**config.mk**
```make
export PLATFORM = sky130hd
export DESIGN_NAME = can_destuff_gen_flat
export DESIGN_NICKNAME = d
export VERILOG_FILES = /design/src/rtl/can_destuff_gen_pkg.sv /design/src/rtl/can_destuff_gen_if.sv /design/src/rtl/can_destuff_gen_cnt_enc.sv /design/src/rtl/can_destuff_gen.sv /design/src/flat_wrapper.sv
export SDC_FILE = /design/constraint.sdc
export NUM_CORES = 1
export LEC_CHECK = 0
export ABC_AREA = 1
export BUFFER_PORTS_ARGS = -buffer_cell sky130_fd_sc_hd__clkbuf_2
export CAP_MARGIN = 20
export CORE_UTILIZATION = 55
export CTS_CLUSTER_DIAMETER = 40
export DETAILED_ROUTE_END_ITERATION = 6
export GPL_ROUTABILITY_DRIVEN = 0
export MAX_ROUTING_LAYER = met4
export PLACE_DENSITY = 0.78
export RECOVER_POWER = 50
export SYNTH_ARGS = -nofsm -noshare
export SYNTH_HDL_FRONTEND = slang
export SYNTH_SLANG_ARGS = --single-unit
```
**constraint.sdc**
```tcl
create_clock -name clkin -period 2.7 [get_ports clkin]
set_clock_uncertainty 0.2 [all_clocks]
set_input_delay 0.675 -clock clkin [delete_from_list [all_inputs] [get_ports clkin]]
set_output_delay 0.675 -clock clkin [all_outputs]
set_load 0.02 [all_outputs]
```
**src/rtl/can_destuff_gen_pkg.sv**
```systemverilog
// can_pkg: shared CAN / CAN FD constants, bit classes and a Gray encoder.
// No ports; imported by the destuffer, its interface and the counter.
package can_pkg;

  localparam logic RECESSIVE = 1'b1;

  localparam int CAN_RUN_LEN          = 5;
  localparam int CANFD_FIXED_INTERVAL = 4;
  localparam int CANFD_STUFF_CNT_W    = 3;

  localparam int GRAY_MAX_W = 16;

  typedef enum logic [1:0] {
    BIT_NONE,
    BIT_DATA,
    BIT_STUFF
  } bit_cls_e;

  function automatic logic [GRAY_MAX_W-1:0] gray_enc(
    input logic [GRAY_MAX_W-1:0] b
  );
    return b ^ (b >> 1);
  endfunction

endpackage

```
**src/rtl/can_destuff_gen_if.sv**
```systemverilog
// can_destuff_gen_if: sampled-bit input bundle and destuffed output bundle.
// master drives bit_valid/rxin/en/fixed_mode/restart; slave drives results.
interface can_destuff_gen_if
  import can_pkg::*;
#(
  parameter int CNT_W = CANFD_STUFF_CNT_W
);
  logic             bit_valid;
  logic             rxin;
  logic             en;
  logic             fixed_mode;
  logic             restart;
  logic             rxout;
  logic             out_valid;
  logic             stuff_dropped;
  logic [CNT_W-1:0] stuff_cnt;
  logic [CNT_W-1:0] stuff_cnt_gray;
  logic             stuff_cnt_par;
  logic             err;
  logic             err_pulse;

  modport master (
    output bit_valid, rxin, en, fixed_mode, restart,
    input  rxout, out_valid, stuff_dropped,
    input  stuff_cnt, stuff_cnt_gray, stuff_cnt_par,
    input  err, err_pulse
  );

  modport slave (
    input  bit_valid, rxin, en, fixed_mode, restart,
    output rxout, out_valid, stuff_dropped,
    output stuff_cnt, stuff_cnt_gray, stuff_cnt_par,
    output err, err_pulse
  );

endinterface

```
**src/rtl/can_destuff_gen_cnt_enc.sv**
```systemverilog
// can_stuff_cnt_enc: modulo stuff-bit counter with Gray and even parity.
// Ports: i_clk, i_rst_n, i_clr, i_inc -> o_cnt, o_gray, o_par.
module can_stuff_cnt_enc
  import can_pkg::*;
#(
  parameter int CNT_W = CANFD_STUFF_CNT_W
) (
  input  logic             i_clk,
  input  logic             i_rst_n,
  input  logic             i_clr,
  input  logic             i_inc,
  output logic [CNT_W-1:0] o_cnt,
  output logic [CNT_W-1:0] o_gray,
  output logic             o_par
);

  logic [CNT_W-1:0] r_cnt;

  always_ff @(posedge i_clk or negedge i_rst_n) begin
    if (!i_rst_n) begin
      r_cnt <= '0;
    end else if (i_clr) begin
      r_cnt <= '0;
    end else if (i_inc) begin
      r_cnt <= r_cnt + CNT_W'(1);
    end
  end

  assign o_cnt  = r_cnt;
  assign o_gray = CNT_W'(gray_enc(GRAY_MAX_W'(r_cnt)));
  assign o_par  = ^o_gray;

endmodule

```
**src/rtl/can_destuff_gen.sv**
```systemverilog
// can_destuff_gen: CAN dynamic / CAN FD fixed bit destuffer, one bit/clock.
// Ports: clkin, rstn (async low), bus (slave modport of can_destuff_gen_if).
module can_destuff_gen
  import can_pkg::*;
#(
  parameter int RUN_LEN        = CAN_RUN_LEN,
  parameter int FIXED_INTERVAL = CANFD_FIXED_INTERVAL,
  parameter int CNT_W          = CANFD_STUFF_CNT_W
) (
  input logic              clkin,
  input logic              rstn,
  can_destuff_gen_if.slave bus
);

  localparam int RW = $clog2(RUN_LEN + 1);
  localparam int FW = $clog2(FIXED_INTERVAL + 1);
  localparam logic [RW-1:0] RUN_C = RW'(RUN_LEN);
  localparam logic [FW-1:0] FIX_C = FW'(FIXED_INTERVAL);

  logic          r_last;
  logic [RW-1:0] r_run;
  logic [FW-1:0] r_fix;
  logic          r_fm;
  logic          r_err;
  logic          r_rxout;
  logic          r_ov;
  logic          r_drop;
  logic          r_errp;

  logic          w_last;
  logic [RW-1:0] w_run;
  logic [FW-1:0] w_fix;
  logic          w_fm;
  logic          w_err;
  logic          w_errp;
  logic          w_rxout;
  logic          w_clr;
  logic          w_inc;
  bit_cls_e      w_cls;

  logic w_same;
  logic w_pass;
  logic w_fxd;
  logic w_dyn;
  logic w_dstart;
  logic w_dstuff;
  logic w_ddata;

  logic [CNT_W-1:0] w_cnt;
  logic [CNT_W-1:0] w_gray;
  logic             w_par;

  // Mutually exclusive bit-handling cases; fm_q=1 in dynamic
  // mode means we just left fixed mode, so the bit restarts the run.
  assign w_same   = (bus.rxin == r_last);
  assign w_pass   = ~bus.en;
  assign w_fxd    = bus.en & bus.fixed_mode;
  assign w_dyn    = bus.en & ~bus.fixed_mode;
  assign w_dstart = w_dyn & ((r_run == '0) | r_fm);
  assign w_dstuff = w_dyn & ~w_dstart & (r_run == RUN_C);
  assign w_ddata  = w_dyn & ~w_dstart & ~w_dstuff;

  always_comb begin
    w_last = r_last;
    w_run  = r_run;
    w_fix  = r_fix;
    w_fm   = r_fm;
    w_err  = r_err;
    w_errp = 1'b0;
    w_clr  = 1'b0;
    w_inc  = 1'b0;
    w_cls  = BIT_NONE;
    if (bus.restart) begin
      w_last = 1'b0;
      w_run  = '0;
      w_fix  = '0;
      w_fm   = 1'b0;
      w_err  = 1'b0;
      w_clr  = 1'b1;
      if (bus.bit_valid) begin
        w_cls  = BIT_DATA;
        w_last = bus.rxin;
        w_run  = bus.en ? RW'(1) : '0;
      end
    end else if (bus.bit_valid) begin
      w_last = bus.rxin;
      unique case (1'b1)
        w_pass: begin
          w_cls = BIT_DATA;
          w_run = '0;
          w_fix = '0;
          w_fm  = 1'b0;
          w_err = 1'b0;
          w_clr = 1'b1;
        end
        w_fxd: begin
          w_fm = 1'b1;
          if (!r_fm || r_fix == FIX_C) begin
            w_cls  = BIT_STUFF;
            w_fix  = '0;
            w_errp = w_same;
          end else begin
            w_cls = BIT_DATA;
            w_fix = r_fix + FW'(1);
          end
        end
        w_dstart: begin
          w_cls = BIT_DATA;
          w_run = RW'(1);
          w_fm  = 1'b0;
        end
        w_dstuff: begin
          w_cls  = BIT_STUFF;
          w_inc  = 1'b1;
          w_run  = RW'(1);
          w_errp = w_same;
        end
        w_ddata: begin
          w_cls = BIT_DATA;
          w_run = w_same ? r_run + RW'(1) : RW'(1);
        end
        default: ;
      endcase
      if (w_errp) begin
        w_err = 1'b1;
      end
    end
    w_rxout = (w_cls == BIT_DATA) ? bus.rxin : r_rxout;
  end

  always_ff @(posedge clkin or negedge rstn) begin
    if (!rstn) begin
      r_last  <= RECESSIVE;
      r_run   <= '0;
      r_fix   <= '0;
      r_fm    <= 1'b0;
      r_err   <= 1'b0;
      r_rxout <= RECESSIVE;
      r_ov    <= 1'b0;
      r_drop  <= 1'b0;
      r_errp  <= 1'b0;
    end else begin
      r_last  <= w_last;
      r_run   <= w_run;
      r_fix   <= w_fix;
      r_fm    <= w_fm;
      r_err   <= w_err;
      r_rxout <= w_rxout;
      r_ov    <= (w_cls == BIT_DATA);
      r_drop  <= (w_cls == BIT_STUFF);
      r_errp  <= w_errp;
    end
  end

  can_stuff_cnt_enc #(
    .CNT_W (CNT_W)
  ) u_cnt (
    .i_clk   (clkin),
    .i_rst_n (rstn),
    .i_clr   (w_clr),
    .i_inc   (w_inc),
    .o_cnt   (w_cnt),
    .o_gray  (w_gray),
    .o_par   (w_par)
  );

  assign bus.rxout          = r_rxout;
  assign bus.out_valid      = r_ov;
  assign bus.stuff_dropped  = r_drop;
  assign bus.err            = r_err;
  assign bus.err_pulse      = r_errp;
  assign bus.stuff_cnt      = w_cnt;
  assign bus.stuff_cnt_gray = w_gray;
  assign bus.stuff_cnt_par  = w_par;

endmodule
```
**src/flat_wrapper.sv**
```systemverilog
// flat-port wrapper written by rule: the top's interface ports become plain ports
module can_destuff_gen_flat import can_pkg::*;
#(
  parameter int RUN_LEN        = CAN_RUN_LEN,
  parameter int FIXED_INTERVAL = CANFD_FIXED_INTERVAL,
  parameter int CNT_W          = CANFD_STUFF_CNT_W
)
  (clkin, rstn, bus_bit_valid, bus_rxin, bus_en, bus_fixed_mode, bus_restart, bus_rxout, bus_out_valid, bus_stuff_dropped, bus_stuff_cnt, bus_stuff_cnt_gray, bus_stuff_cnt_par, bus_err, bus_err_pulse);
  can_destuff_gen_if #(.CNT_W(CNT_W)) bus_i ();
  input logic clkin;
  input logic rstn;
  input wire logic [$bits(bus_i.bit_valid)-1:0] bus_bit_valid;
  input wire logic [$bits(bus_i.rxin)-1:0] bus_rxin;
  input wire logic [$bits(bus_i.en)-1:0] bus_en;
  input wire logic [$bits(bus_i.fixed_mode)-1:0] bus_fixed_mode;
  input wire logic [$bits(bus_i.restart)-1:0] bus_restart;
  output wire logic [$bits(bus_i.rxout)-1:0] bus_rxout;
  output wire logic [$bits(bus_i.out_valid)-1:0] bus_out_valid;
  output wire logic [$bits(bus_i.stuff_dropped)-1:0] bus_stuff_dropped;
  output wire logic [$bits(bus_i.stuff_cnt)-1:0] bus_stuff_cnt;
  output wire logic [$bits(bus_i.stuff_cnt_gray)-1:0] bus_stuff_cnt_gray;
  output wire logic [$bits(bus_i.stuff_cnt_par)-1:0] bus_stuff_cnt_par;
  output wire logic [$bits(bus_i.err)-1:0] bus_err;
  output wire logic [$bits(bus_i.err_pulse)-1:0] bus_err_pulse;
  assign bus_i.bit_valid = bus_bit_valid;
  assign bus_i.rxin = bus_rxin;
  assign bus_i.en = bus_en;
  assign bus_i.fixed_mode = bus_fixed_mode;
  assign bus_i.restart = bus_restart;
  assign bus_rxout = bus_i.rxout;
  assign bus_out_valid = bus_i.out_valid;
  assign bus_stuff_dropped = bus_i.stuff_dropped;
  assign bus_stuff_cnt = bus_i.stuff_cnt;
  assign bus_stuff_cnt_gray = bus_i.stuff_cnt_gray;
  assign bus_stuff_cnt_par = bus_i.stuff_cnt_par;
  assign bus_err = bus_i.err;
  assign bus_err_pulse = bus_i.err_pulse;
  can_destuff_gen #(.RUN_LEN(RUN_LEN), .FIXED_INTERVAL(FIXED_INTERVAL), .CNT_W(CNT_W)) u_core (.clkin(clkin), .rstn(rstn), .bus(bus_i));
endmodule
```
==> metrics.md, run 1 <==
| Metric | Value |
|---|---|
| Htree depth | 1 |
| Resized Gates After CTS | 0 |
| # fillers | 158 |
| Area Overhead vs Synth | 12.8% |
| Peak Freq | 413 MHz |
| Avg Inst Size Synth | 8.06 um^2 |
| NumNets Final | 160 |
| CP required | 1820 ps |
| Ys async rst share | 100% |
| Post-synth top cells | 29 x nand2_1, 19 x inv_1, 14 x dfrtp_1 |
| Dpl cells | 167 |
| Critical Path Source Type | flip-flop |
| Crit path time final | 2420 ps |
| Die Width | 44.8 um |
| WL per Instance | 10.2 um |
| #FFs+latches synth | 16 |
| Starting Density | 58.3% |
| Post-route DRC violation count | 0 |
| Clock sinks | 16 |
| Share of cells above drive strength 1 | 25.3% |
| Worst-path clk slew | 100 ps |
| PD cells | 433 nW/um^2 |
| Syn Std Cell Area | 1010 um^2 |
| Global-route wire length before repair | 2.82 mm |
| Post-synthesis sequential area ratio | 40.0% |
| Met1 usage | 22.2% |
| Worst R2R Start | u_core.r_run[0] |
| Slew @ Worst Pin | 825 ps |
| Finished Layout Cells | 171 |
| Outcome | completed |
| Critical Path Start | u_core.u_cnt.o_cnt[1] |
| RSZ-0062 raised after global routing | false |
| Worst Hold Slack | 249 ps |
| Reg2reg path depth | 11 |
| Via count | 843 |
| Die area | 2010 um^2 |
| Cell Area, Placed | 1120 um^2 |
| Worst vdd ir | 0.000365 V |
| Yosys top cell by area | dfrtp_1 |
| GRT Total Usage | 20.5% |
| Max stage delay on crit path | 430 ps |
| Vias in the first global route | 722 |
| Register Area | 403 um^2 |
| Multi-input gate area | 483 um^2 |
| Top cell type's share of synthesized area | 34.8% |
| CTS tree | done |
| Clock Tree Buf Depth | 2 |
| Crit path kind | flip-flop to primary output |
| Initial DRT Pass Iterations | 4 |
| Ports | 19 |
| Row cnt | 15 |
| Cells after Synth | 125 |
| Hold Fails Final Rpt | 0 |
| R2r endpoint | u_core.bus.rxout |
| CP max stage cell | dfrtp_1 |
| Reg-to-reg setup timing slack | 1050 ps |
| Core footprint | 1730 um^2 |
| Routing usage on met3 | 2.40% |
| Most Frequent Cell on Critical Path | xnor2_1 |
| Worst-Skew Late Latency | 290 ps |
| Top-count cell post-synth | nand2_1 |
| Max_cap viols | 0 |
| Met2 usage | 36.5% |
| Max Slew Vio Count | 0 |
| GRT busiest layer | met2 |
| PortBufs | 18 |
| Ys flop type | dfrtp_1 |
| # Post-CTS Setup Buffers | 0 |
| Finished Cell Area | 1140 um^2 |
| Number of CTS-inserted buffers | 3 |
| Top cells by area, synth | dfrtp_1 35%, nand2_1 11%, ha_1 7.5%, inv_1 7.1%, dfstp_2 5.2% |
| Number of distinct library cells after synthesis | 28 |
| Hold Crit Class | input pin to async pin |
| GRT Residual Overflow | 0 |
| Mapped Nets | 138 |
| Critical-path cell list | ha_1, xnor2_1, xnor2_1, clkbuf_2 |
| Worst EP arrival | 1550 ps |
| Crit share post-route | 89.7% |
| EDFF count, synth | 0 |
| Final setup viols | 0 |
| HPWL after DPL | 1.41 mm |
| Largest net degree at the start of global routing | 17 |
| Antenna diodes | 0 |
| CP endpoint kind | primary output |
| Setup ws final | 277 ps |
| Synth warn | 0 |
| CP max FO | 4 |
| Setup TNS | 0 ps |
| Pleak | 0.000617 uW |
| Vias per inst | 4.93 |
| Post-Place Worst Slack | 590 ps |
| DRT Wirelength | 1.74 mm |
| Relative slew slack | 45.0% |
| Initial drt markers | 15 |
| Root Buffer | clkbuf_4 |
| Initial antenna violation count | 0 |
| Hold Buf Count CTS | 0 |
| Die height | 44.8 um |
| Detail Route Antenna Nets | 0 |
==> worst max-delay path by stage <==
stage / end / slack (ps) / depth (start not counted)
final: bus_stuff_cnt_par / 280 / 4
after global routing: bus_stuff_cnt_par / 180 / 4
after CTS: bus_stuff_cnt_par / 260 / 4
after detailed placement: bus_stuff_cnt_par / 590 / 4
after global placement: bus_stuff_cnt_par / 630 / 4
after floorplan: bus_stuff_cnt_par / 350 / 3
==> routing by layer <==
layer  part of all wire (%)  wire, um
met5                      0         0
met4                    1.7        29
met3                    3.3        58
met2                     51       893
met1                     44       762
==> worst max-delay path, delay by kind of cell, from the launching register on <==
kind | cells | cell delay (ps)
flops | 1 | 430
xor+xnor | 2 | 310
buf+inv | 1 | 180
fa+ha+maj | 1 | 330
==> per-stage QoR <==
step           utilization, %  power, uW
4_1_cts                  67.0        498
3_3_place_gp             64.9        339
5_1_grt                  65.8        516
6_report                 65.8        492
3_5_place_dp             64.9        341
2_1_floorplan               -        314
==> cell families (layout without fill, tap and decap cells) <==
group                      after synthesis  in the layout  share of synthesized area, %
AOI/OAI and AO/OA                       15             15                          10.1
xor gates and xnor gates                 5              5                          4.35
adders and majority gates                6              6                          7.45
buffers and inverters                   26             47                          10.3
DFF                                     16             16                          40.0
and+or+nand+nor                         57             57                          27.8
==> layout by cell type, fill, tap and decap left out, drive strengths merged, types with 2 or more instances in the layout <==
master / count
o22ai: 3
o21ai: 4
dfstp: 2
ha: 6
nor2: 9
nand2: 35
inv: 23
nand4: 3
xnor2: 2
xor2: 3
a21oi: 5
dfrtp: 14
clkbuf: 22
nand3: 9
==> final cells by class <==
class | count | area share (%)
Inverter | 25 | 8.37
Clock buffer | 4 | 3.19
Multi-Input combinational cell | 83 | 42.5
Timing Repair Buffer | 18 | 7.71
Tap cell | 25 | 2.75
Sequential cell | 16 | 35.5
==> state kept, by name (all words and copies together) (netlist names) <==
| signal | flops |
|---|---|
| u_core.bus.err | 1 |
| u_core.r_fm | 1 |
| u_core.bus.stuff_dropped | 1 |
| u_core.bus.out_valid | 1 |
| u_core.r_run | 3 |
| u_core.bus.err_pulse | 1 |
| u_core.u_cnt.o_cnt | 3 |
| u_core.r_fix | 3 |
| u_core.bus.rxout | 1 |
| u_core.r_last | 1 |
==> power by group <==
group          leakage [uW]  total (uW)  switching, uW  internal [uW]
Combinational      0.000384        76.3           52.0           24.3
Clock             0.0000210         159           77.3           82.1
Sequential         0.000212         256           6.55            250
Total              0.000617         492            136            356
(Power assumes the default switching activity.)
==> run 2, diff against run 1 <==
- PLACE_DENSITY: 0.78 -> 0.85
==> metrics.md, run 2 (synthesis results as in run 1) <==
| Metric | Value |
|---|---|
| Worst-path clk slew | 100 ps |
| CTS tree | done |
| CP endpoint kind | primary output |
| Max stage delay on crit path | 440 ps |
| Detail Route Antenna Nets | 0 |
| Net Switching | 141 uW |
| Critical path's top delay family | flip-flops |
| Initial drt markers | 26 |
| Outcome | completed |
| Post-route DRC violation count | 0 |
| CP max stage cell | dfrtp_1 |
| DRT Wirelength | 2.08 mm |
| Hold Fails Final Rpt | 0 |
| Worst-Skew Late Latency | 290 ps |
| Switching power share of the total | 29.8% |
| Initial antenna violation count | 0 |
| CP required | 1820 ps |
| Resized Gates After CTS | 0 |
| Initial DRT Pass Iterations | 5 |
| Hold Buf Count CTS | 0 |
| Setup TNS | 0 ps |
| Slew @ Worst Pin | 833 ps |
| Leading cell type in the layout, fill and taps excluded | nand2_1 |
| Crit share post-route | 91.9% |
| Vias per inst | 5.15 |
| Die Width | 44.8 um |
| CP max FO | 4 |
| Htree depth | 1 |
| PortBufs | 18 |
| Final Util | 65.9% |
| NumNets Final | 160 |
| Relative slew slack | 44.5% |
| Peak Freq | 403 MHz |
| GRT Residual Overflow | 0 |
| Crit path time final | 2480 ps |
| Via count | 880 |
| GRT Total Usage | 24.3% |
| Clock sinks | 16 |
| Clock Tree Buf Depth | 2 |
| Ports | 19 |
| Core footprint | 1730 um^2 |
| Clock share of power | 29.0% |
| Critical-path cell list | ha_1, xnor2_1, xnor2_1, clkbuf_2 |
| Root Buffer | clkbuf_4 |
| Worst vdd ir | 0.000254 V |
| Die height | 44.8 um |
| Most frequent cells in the layout | 31 x nand2_1, 20 x inv_1, 17 x clkbuf_2 |
| WP buf/inv | 1 |
| # Post-CTS Setup Buffers | 0 |
| Vias in the first global route | 808 |
| Share of cells above drive strength 1 | 25.3% |
| Stages on the worst setup path | 4 |
| Pleak | 0.000627 uW |
| Starting Density | 58.3% |
| Logic pwr share | 16.7% |
| Area Overhead vs Synth | 13.0% |
| Antenna diodes | 0 |
| RSZ-0062 raised after global routing | false |
| Int Pwr | 332 uW |
| Global-route wire length before repair | 3.33 mm |
| Max Slew Vio Count | 0 |
| Hold Crit Class | input pin to async pin |
| Final setup viols | 0 |
| Critical Path Source Type | flip-flop |
| Number of CTS-inserted buffers | 3 |
| Worst EP arrival | 1610 ps |
| Die area | 2010 um^2 |
| HPWL after DPL | 1.65 mm |
| WL per Instance | 12.1 um |
| Max_cap viols | 0 |
| PD cells | 415 nW/um^2 |
| Most Frequent Cell on Critical Path | xnor2_1 |
| Reg power frac | 54.3% |
| Largest net degree at the start of global routing | 17 |
| Crit path kind | flip-flop to primary output |
| Row cnt | 15 |
| Reg2reg path depth | 9 |
run 2: cell types whose count changed in the layout (fill, tap and decap cells not counted), sizes merged:
cell,previous run,this run
clkinvlp,1,0
inv,23,24
run 2: power groups by stage:
stage          registers, uW  logic, uW  clock network (uW)
6_report                 257       78.7                 137
5_1_grt                  258       89.6                 151
4_1_cts                  257       81.2                 136
3_5_place_dp             261       80.8                   0
3_3_place_gp             260       77.8                   0
2_1_floorplan            264       49.8                   0
run 2: path summary, 6_finish.rpt:
| path | startpoint | end | slack (ps) |
|---|---|---|---|
| max | u_core.u_cnt.o_cnt[1] | bus_stuff_cnt_par | 220 |
| max reg2reg | u_core.r_run[0] | u_core.u_cnt.o_cnt[1] | 960 |
| min in group clkin | u_core.bus.rxout | u_core.bus.rxout | 280 |
| min | rstn | u_core.r_fix[0] | 250 |
| min reg2reg | u_core.bus.rxout | u_core.bus.rxout | 280 |
| max in group asynchronous | rstn | u_core.bus.err | 1540 |
run 2: metal layers:
layer | wire, um | global-route usage [%]
met2 | 1020 | 42.4
met5 | 0 | -
met4 | 65 | 12.7
met1 | 911 | 26.1
met3 | 76 | 4.80
run 2: metrics by stage:
step | total power (uW) | instances | area [um^2] | worst slack [ps] | hold WS [ps]
6_report | 473 | 171 | 1140 | 219 | 246
5_1_grt | 498 | 171 | 1140 | 158 | 306
4_1_cts | 474 | 171 | 1150 | 226 | 98.7
3_5_place_dp | 342 | 167 | 1120 | 552 | 269
3_3_place_gp | 338 | 167 | 1120 | 631 | 249
2_1_floorplan | 314 | 125 | 1010 | 351 | 179
run 2: worst reg2reg max path, delay by kind of cell (launching register included):
kind,cells,cell delay (ps)
simple gates,5,520
fa+ha+maj,1,190
flops,1,450
compound gates,1,150
buf+inv,2,160
run 2: cell type report:
cell class | instances | area, um^2
fill | 146 | 588
multi-input combinational | 83 | 493
sequential | 16 | 403
inverter | 25 | 96.3
timing repair buffer | 18 | 88.8
tap | 25 | 31.3
clock buffer | 4 | 26.3
==> run 3, diff against run 2 <==
- CORE_UTILIZATION: 55 -> 57
- PLACE_DENSITY: 0.85 -> 0.88
==> metrics.md, run 3 (synthesis results as in run 1) <==
| Metric | Value |
|---|---|
| CTS tree | done |
| Leading cell type in the layout, fill and taps excluded | nand2_1 |
| Ports | 19 |
| Starting Density | 63.9% |
| CP endpoint kind | primary output |
| R2r endpoint | u_core.bus.err |
| Slew @ Worst Pin | 848 ps |
| Initial drt markers | 10 |
| Peak Freq | 415 MHz |
| Setup TNS | 0 ps |
| Worst EP arrival | 1530 ps |
| # Post-CTS Setup Buffers | 0 |
| Resized Gates After CTS | 0 |
| PortBufs | 18 |
| Outcome | completed |
| Initial antenna violation count | 0 |
| Number of CTS-inserted buffers | 3 |
| WP buf/inv | 1 |
| Worst vdd ir | 0.000425 V |
| Die area | 1940 um^2 |
| Clock sinks | 16 |
| Most frequent cells in the layout | 31 x nand2_1, 19 x inv_1, 16 x clkbuf_2 |
| Max Slew Vio Count | 0 |
| RSZ-0062 raised after global routing | false |
| Die Width | 44.0 um |
| Hold Fails Final Rpt | 0 |
| GRT Residual Overflow | 0 |
| Max stage delay on crit path | 410 ps |
| Worst R2R Start | u_core.r_run[0] |
| Row cnt | 14 |
| PD cells | 437 nW/um^2 |
| Relative slew slack | 43.5% |
| CP required | 1820 ps |
| DRT Wirelength | 1.87 mm |
| Root Buffer | clkbuf_4 |
| Crit path kind | flip-flop to primary output |
| Area Overhead vs Synth | 11.7% |
| Worst-Skew Late Latency | 290 ps |
| Antenna diodes | 0 |
| Clock Tree Buf Depth | 2 |
| HPWL after DPL | 1.51 mm |
| Hold Crit Class | input pin to async pin |
| Vias in the first global route | 832 |
| Hold Buf Count CTS | 0 |
| Vias per inst | 5.15 |
| Critical Path Source Type | flip-flop |
| Most Frequent Cell on Critical Path | xnor2_1 |
| Pleak | 0.000617 uW |
| Share of cells above drive strength 1 | 25.3% |
| Crit path time final | 2410 ps |
| Stages on the worst setup path | 4 |
| Reg-to-reg setup timing slack | 990 ps |
| Reg2reg path depth | 11 |
| Detail Route Antenna Nets | 0 |
| Largest net degree at the start of global routing | 17 |
| GRT Total Usage | 23.4% |
| Total power | 491 uW |
| Die height | 44.0 um |
| Post-route DRC violation count | 0 |
| NumNets Final | 160 |
| Crit share post-route | 89.2% |
| Htree depth | 1 |
| Worst-path clk slew | 90 ps |
| Initial DRT Pass Iterations | 6 |
| Critical-path cell list | ha_1, xnor2_1, xnor2_1, clkbuf_2 |
| Critical path's top delay family | flip-flops |
| Core footprint | 1580 um^2 |
| WL per Instance | 11.5 um |
| CP max FO | 3 |
| Via count | 835 |
| Global-route wire length before repair | 3.33 mm |
| CP max stage cell | dfrtp_1 |
| Max_cap viols | 0 |
| Final setup viols | 0 |
==> run 3: changes by cell type in the layout (fill, tap and decap cells not counted) <==
cell,change
inv_2,+1
clkbuf_8,+1
o211ai_1,+1
nand2_4,-1
o211ai_2,-1
inv_4,-1
inv_1,-1
nand2_2,+1
clkinvlp_2,+1
clkbuf_2,-1
==> run 3: worst max path at each step <==
stage	start	end	slack (ps)
CTS	u_core.u_cnt.o_cnt[0]	bus_stuff_cnt_par	260
detailed placement	u_core.u_cnt.o_cnt[0]	bus_stuff_cnt_par	590
finish	u_core.u_cnt.o_cnt[0]	bus_stuff_cnt_par	290
floorplan	u_core.u_cnt.o_cnt[0]	bus_stuff_cnt_par	350
global route	u_core.u_cnt.o_cnt[1]	bus_stuff_cnt_par	200
global placement	u_core.u_cnt.o_cnt[0]	bus_stuff_cnt_par	620
==> run 3: worst register-to-register path, delay by kind of cell, from the launching register on <==
kind	cells	cell delay, ps
flops	1	460
buf+inv	2	110
simple gates	8	670
fa+ha+maj	1	210
==> run 3: where the power goes <==
| group | leakage, uW | switching, uW | total [uW] | internal (uW) |
|---|---|---|---|---|
| logic | 0.000384 | 53.7 | 78.0 | 24.3 |
| registers | 0.000212 | 7.06 | 257 | 250 |
| clock network | 0.0000210 | 74.3 | 156 | 82.1 |
| total | 0.000617 | 135 | 491 | 356 |
==> run 3: through the flow <==
| step | cells | utilization, % | instance area [um^2] | hold WS, ps | setup slack [ps] |
|---|---|---|---|---|---|
| 2_1_floorplan | 125 | - | 1010 | 179 | 351 |
| 6_report | 162 | 71.3 | 1120 | 259 | 291 |
| 3_5_place_dp | 158 | 70.4 | 1110 | 258 | 591 |
| 3_3_place_gp | 158 | 70.4 | 1110 | 250 | 616 |
| 5_1_grt | 162 | 71.3 | 1120 | 298 | 203 |
| 4_1_cts | 162 | 72.7 | 1150 | 102 | 262 |
==> run 3: cell type report <==
| cell class | count | area [um^2] |
|---|---|---|
| inverters | 25 | 95.1 |
| fillers | 130 | 452 |
| flip-flops and latches | 16 | 403 |
| clock buffers | 4 | 36.3 |
| well taps | 16 | 20.0 |
| repair buffers | 18 | 87.6 |
| multi-input cells | 83 | 483 |
==> run 3: metal layers <==
| layer | wire length (um) | share of wire, % | global-route usage, % | up-vias |
|---|---|---|---|---|
| li1 | - | - | - | 434 |
| met2 | 923 | 49 | 40.6 | 27 |
| met1 | 859 | 46 | 28.6 | 374 |
| met3 | 82 | 4.4 | 5.31 | 0 |
| met4 | 0 | 0 | 3.03 | 0 |
| met5 | 0 | 0 | - | - |
